--- src/rtl/pong_score_keeper.sv ---
// Score keeper for Pong: edge-detects point/new-game inputs, keeps BCD scores per player,
// sequences a post-point serve hold, and flags the winner once WIN_SCORE is reached.
module pong_score_keeper #(
  parameter int unsigned WIN_SCORE     = 11,
  parameter int unsigned SERVE_DELAY   = 50000000,
  parameter bit          BLANK_LEADING = 1'b1
) (
  input  logic       clk,
  input  logic       reset,
  input  logic       p1_point,
  input  logic       p2_point,
  input  logic       new_game,
  output logic [3:0] p1_tens,
  output logic [3:0] p1_ones,
  output logic [3:0] p2_tens,
  output logic [3:0] p2_ones,
  output logic       serve_ready,
  output logic       game_over,
  output logic [1:0] winner
);

  localparam int unsigned CntW = (SERVE_DELAY > 1) ? $clog2(SERVE_DELAY) : 1;
  localparam logic [CntW-1:0] CntLoad = CntW'(SERVE_DELAY - 1);
  localparam logic [CntW-1:0] CntOne  = CntW'(1);
  localparam logic [CntW-1:0] CntZero = '0;
  localparam logic [3:0] WinTens   = 4'(WIN_SCORE / 10);
  localparam logic [3:0] WinOnes   = 4'(WIN_SCORE % 10);
  localparam logic [7:0] WinScore  = {WinTens, WinOnes};
  localparam logic [3:0] BlankCode = BLANK_LEADING ? 4'hF : 4'h0;

  typedef enum logic [1:0] {
    StPlay,
    StHold,
    StOver
  } state_e;

  state_e          state_q, state_d;
  logic [CntW-1:0] cnt_q, cnt_d;
  logic            p1_prev_q, p2_prev_q, ng_prev_q;
  logic [7:0]      p1_score_q, p1_score_d;
  logic [7:0]      p2_score_q, p2_score_d;
  logic            serve_ready_q, serve_ready_d;
  logic            game_over_q, game_over_d;
  logic [1:0]      winner_q, winner_d;
  logic [3:0]      p1_tens_q, p1_tens_d;
  logic [3:0]      p1_ones_q, p1_ones_d;
  logic [3:0]      p2_tens_q, p2_tens_d;
  logic [3:0]      p2_ones_q, p2_ones_d;

  logic p1_evt, p2_evt, ng_evt;

  assign p1_evt = p1_point & ~p1_prev_q;
  assign p2_evt = p2_point & ~p2_prev_q;
  assign ng_evt = new_game & ~ng_prev_q;

  // Score is {tens, ones} in BCD; ones rolls 9->0 with carry into tens.
  function automatic logic [7:0] bcd_inc(input logic [7:0] s);
    logic [3:0] t;
    logic [3:0] o;
    t = s[7:4];
    o = s[3:0];
    if (o == 4'd9) begin
      t = t + 4'd1;
      o = 4'd0;
    end else begin
      o = o + 4'd1;
    end
    return {t, o};
  endfunction

  function automatic logic [3:0] tens_disp(input logic [3:0] t);
    return (t == 4'd0) ? BlankCode : t;
  endfunction

  always_comb begin
    state_d       = state_q;
    cnt_d         = cnt_q;
    p1_score_d    = p1_score_q;
    p2_score_d    = p2_score_q;
    serve_ready_d = serve_ready_q;
    game_over_d   = game_over_q;
    winner_d      = winner_q;

    if (ng_evt) begin
      p1_score_d    = 8'h00;
      p2_score_d    = 8'h00;
      winner_d      = 2'b00;
      game_over_d   = 1'b0;
      serve_ready_d = 1'b0;
      cnt_d         = CntLoad;
      state_d       = StHold;
    end else begin
      unique case (state_q)
        StPlay: begin
          if (p1_evt || p2_evt) begin
            // Player 1 wins a tie; a simultaneous p2 event is dropped.
            if (p1_evt) begin
              p1_score_d = bcd_inc(p1_score_q);
            end else begin
              p2_score_d = bcd_inc(p2_score_q);
            end
            serve_ready_d = 1'b0;
            if ((p1_evt && p1_score_d == WinScore) || (!p1_evt && p2_score_d == WinScore)) begin
              state_d     = StOver;
              game_over_d = 1'b1;
              winner_d    = p1_evt ? 2'b01 : 2'b10;
            end else begin
              state_d = StHold;
              cnt_d   = CntLoad;
            end
          end
        end
        StHold: begin
          if (cnt_q == CntZero) begin
            state_d       = StPlay;
            serve_ready_d = 1'b1;
          end else begin
            cnt_d = cnt_q - CntOne;
          end
        end
        StOver: begin
        end
        default: begin
          state_d = StPlay;
        end
      endcase
    end

    p1_tens_d = tens_disp(p1_score_d[7:4]);
    p1_ones_d = p1_score_d[3:0];
    p2_tens_d = tens_disp(p2_score_d[7:4]);
    p2_ones_d = p2_score_d[3:0];
  end

  always_ff @(posedge clk) begin
    if (reset) begin
      state_q       <= StPlay;
      cnt_q         <= CntZero;
      p1_prev_q     <= 1'b0;
      p2_prev_q     <= 1'b0;
      ng_prev_q     <= 1'b0;
      p1_score_q    <= 8'h00;
      p2_score_q    <= 8'h00;
      serve_ready_q <= 1'b1;
      game_over_q   <= 1'b0;
      winner_q      <= 2'b00;
      p1_tens_q     <= BlankCode;
      p1_ones_q     <= 4'd0;
      p2_tens_q     <= BlankCode;
      p2_ones_q     <= 4'd0;
    end else begin
      state_q       <= state_d;
      cnt_q         <= cnt_d;
      p1_prev_q     <= p1_point;
      p2_prev_q     <= p2_point;
      ng_prev_q     <= new_game;
      p1_score_q    <= p1_score_d;
      p2_score_q    <= p2_score_d;
      serve_ready_q <= serve_ready_d;
      game_over_q   <= game_over_d;
      winner_q      <= winner_d;
      p1_tens_q     <= p1_tens_d;
      p1_ones_q     <= p1_ones_d;
      p2_tens_q     <= p2_tens_d;
      p2_ones_q     <= p2_ones_d;
    end
  end

  assign p1_tens     = p1_tens_q;
  assign p1_ones     = p1_ones_q;
  assign p2_tens     = p2_tens_q;
  assign p2_ones     = p2_ones_q;
  assign serve_ready = serve_ready_q;
  assign game_over   = game_over_q;
  assign winner      = winner_q;

endmodule

--- config.mk ---
export PLATFORM = sky130hd
export DESIGN_NAME = pong_score_keeper
export DESIGN_NICKNAME = d
export VERILOG_FILES = /design/src/rtl/pong_score_keeper.sv
export SDC_FILE = /design/constraint.sdc
export NUM_CORES = 1
export LEC_CHECK = 0
export ABC_CLOCK_PERIOD_IN_PS = 5000
export BUFFER_PORTS_ARGS = -buffer_cell sky130_fd_sc_hd__buf_4
export CAP_MARGIN = 20
export CORE_MARGIN = 3
export CORE_UTILIZATION = 51
export DETAILED_ROUTE_END_ITERATION = 8
export GPL_TIMING_DRIVEN = 0
export PLACE_DENSITY = 0.7
export SYNTH_ARGS = -nofsm -noshare
export SYNTH_HDL_FRONTEND = slang
export SYNTH_SLANG_ARGS = --single-unit
--- constraint.sdc ---
create_clock -name clk -period 5 [get_ports clk]
set_input_delay 0.25 -clock clk [delete_from_list [all_inputs] [get_ports clk]]
set_output_delay 0.25 -clock clk [all_outputs]
set_load 0.05 [all_outputs]
==> run metrics <==
layout cells sized above 1 17.3%; Via Count around 2.5k; Clock Latency Late Sink 0.35 ns; drt first pass iters 4; WL per Instance 13.9 um; CTS Sinks 59; Layout Nets 380; initial antenna violation count 0; setup violators final 0; Synth Cell Area 0.00290 sq mm; DR iter-0 viols 83; commonest non-fill, non-tap cells in the layout 59 x dfxtp_1, 44 x nor2_1, 31 x buf_4; Hold WS 0.135 ns; CTS tree yes; Seq pwr share 45.2%; number of vias per cell about 5.7; period utilization a little under 50%; Die H 81.4 um; Post-Syn Instances around 340; synth-to-layout area growth 16.8%; I/O Pins 25; cts hold-fix bufs 0; Crit. Startpoint cnt_q[0]; Max Buffers Root-to-Sink 2; Achievable Freq 413 MHz; CORE AREA 0.00530 sq mm; Internal 0.835 mW; busiest layer in global routing met2; filler instances 458; Clk pwr share 43.2%; Final Hold Fails 0; min Tclk post-route 2.42 ns; CTS Root Cell clkbuf_8; Comb pwr share 11.6%; Req. time, crit path between 5 and 6 ns; global placer's final weighted congestion roughly 0.90; drt drc 0; global-route wire length before repair 10600 um; die area 0.00663 sq mm; DP Worst Slack 2.58 ns; All-Layer GR Usage between 20% and 30%; Die X 81.4 um; YS warnings 0; RSZ-0062 raised after global routing no; setup bufs post-CTS 0; reg2reg end cnt_q[5]; Seq/Total Area, Yosys 40.7%; Synth cell types 54; ant diodes 0; Post-Route WL 6210 um; Multi-input gate area 0.00158 sq mm; critical path arrival 2.62 ns; Setup crit start kind flip-flop; Final Max Tran Viols 0; worst reg-to-reg setup slack 2.58 ns; VDD IR max 0.182 mV; PD cells 336 mW/mm^2; ys async rst share 0%; Reg area 0.00118 sq mm; Final Skew about 0.0067 ns; outcome completed; worst setup slack after layout approximately 2.6 ns; Post-synth EDFFs 0; Max-Cap Viols 0; critical path endpoint cnt_q[5]; worst-case reg-to-reg path depth 9; Final HPWL DP roughly 4400 um; Final Total Pwr around 1.1 mW; met1 Use GR between 20% and 30%; worst slew pin tran 0.686 ns; largest net degree at the start of global routing 12; Crit. End Element flip-flop; Initial Util 54.7%; Syn Nets between 300 and 400; Net Sw Frac 26.6%; syn avg cell area 8.61 sq um; H-tree Lvls 3; # port buffers 23; Slew HR approximately 54%; Worst Hold Class input pin to flip-flop; static leakage 1.28 nW; ys flop type dfxtp_1; Clk pin slew, worst setup/hold paths about 0.070 ns; # resized after CTS 0; GR Layer Usage met3 7.02%; Row Count 26; Crit Reg-Reg Startpoint cnt_q[0]; Num CTS Buffers 9; vias in the first global route 2392; M2 GR Usage 37.6%; critical path class flip-flop to flip-flop; Setup TNS 0 ns; Detail Route Antenna Nets 0; most common cell after layout, fill and taps aside dfxtp_1; Critical Path Fanout Max 10; Synth Register Bits 59; grt total ovfl 0; NetSw 0.303 mW
==> worst max-delay path: stages (launching register included) <==
cell and delay (ns):
dfxtp_1 0.35, inv_1 0.10, ha_1 0.15, or4b_1 0.49, nor4_4 0.28, a21o_2 0.30
o211ai_4 0.15, buf_2 0.24, a21oi_1 0.14, a311oi_1 0.07
==> layer usage <==
layer | vias to the layer above | share of wire (%)
met2 | 34 | 51
met4 | 0 | 1.5
met5 | - | 0
met3 | 11 | 3.7
li1 | 1279 | -
met1 | 1209 | 44
==> flip-flops by register name, indices dropped and copies added (netlist names), 2 cells and up <==
name and cells:
cnt_q 26, p1_score_q 8, p1_tens 4, p2_score_q 8
p2_tens 4, state_q 2, winner 2
==> power by group through the flow <==
stage | clock network [mW] | logic, mW | registers [mW]
finish | 0.492 | 0.132 | 0.515
global route | 0.521 | 0.147 | 0.517
CTS | 0.504 | 0.132 | 0.514
detailed placement | 0 | 0.131 | 0.524
global placement | 0 | 0.128 | 0.523
floorplan | 0 | 0.0999 | 0.521
==> worst min-delay path by stage <==
stage | slack (ns) | startpoint | to | depth (start not counted)
finish | 0.14 | p1_point | p1_prev_q | 2
global route | 0.13 | p1_point | p1_prev_q | 2
CTS | 0.13 | p1_point | p1_prev_q | 2
detailed placement | 0.44 | game_over | game_over | 2
global placement | 0.44 | game_over | game_over | 2
floorplan | 0.38 | new_game | ng_prev_q | 1
==> cells in the mapped netlist, types with 2 or more instances <==
| library cell | instances | share of area [%] |
|---|---|---|
| inv_1 | 6 | 0.78 |
| mux2i_1 | 3 | 1.0 |
| nand3b_1 | 2 | 0.52 |
| clkbuf_1 | 11 | 1.4 |
| nand2_1 | 23 | 3.0 |
| a21oi_1 | 28 | 4.8 |
| nor3b_1 | 3 | 0.78 |
| or4_1 | 3 | 0.78 |
| nor2_1 | 44 | 5.7 |
| buf_4 | 8 | 2.1 |
| nand2b_1 | 11 | 2.4 |
| nor3_1 | 12 | 2.1 |
| ha_1 | 4 | 1.7 |
| dfxtp_1 | 59 | 41 |
| o31ai_1 | 4 | 1.0 |
| a311oi_1 | 13 | 3.9 |
| xor2_1 | 9 | 2.7 |
| or3_1 | 2 | 0.43 |
| or2_2 | 3 | 0.65 |
| a211oi_1 | 3 | 0.78 |
| o21ai_1 | 2 | 0.35 |
| nor4_1 | 6 | 1.3 |
| xnor2_1 | 9 | 2.7 |
| nand3_1 | 10 | 1.7 |
| or4_4 | 3 | 1.2 |
| and3_1 | 2 | 0.43 |
| nand4_1 | 5 | 1.1 |
| nor2b_1 | 14 | 3.0 |
| o21ai_0 | 10 | 1.7 |
==> stage by stage <==
step,cell area [sq um],instances,utilization (%)
finish,3390,446,63.9
global route,3390,446,63.9
CTS,3390,446,63.9
detailed placement,3160,430,59.6
global placement,3160,430,59.6
floorplan,2900,337,-
==> final cells by class <==
cell class / instances / area share, %
well taps: 70 / 2.59
multi-input cells: 251 / 46.6
repair buffers: 23 / 5.10
inverters: 6 / 0.665
clock buffers: 10 / 4.06
plain buffers: 21 / 3.47
clock inverters: 6 / 2.62
flip-flops and latches: 59 / 34.9
==> logic make-up (layout without fill, tap and decap cells) <==
| kind of cell | after synthesis | in the layout | share of synthesized area [%] |
|---|---|---|---|
| AO/OA/AOI/OAI | 71 | 71 | 16.4 |
| buffers and inverters | 27 | 66 | 4.83 |
| adder cells (fa/ha/maj) | 4 | 4 | 1.73 |
| flip-flops | 59 | 59 | 40.7 |
| multiplexers | 3 | 3 | 1.04 |
| XOR/XNOR | 18 | 18 | 5.44 |
| AND/OR/NAND/NOR | 155 | 155 | 29.9 |
No activity file was read; power rests on OpenSTA's default activity.
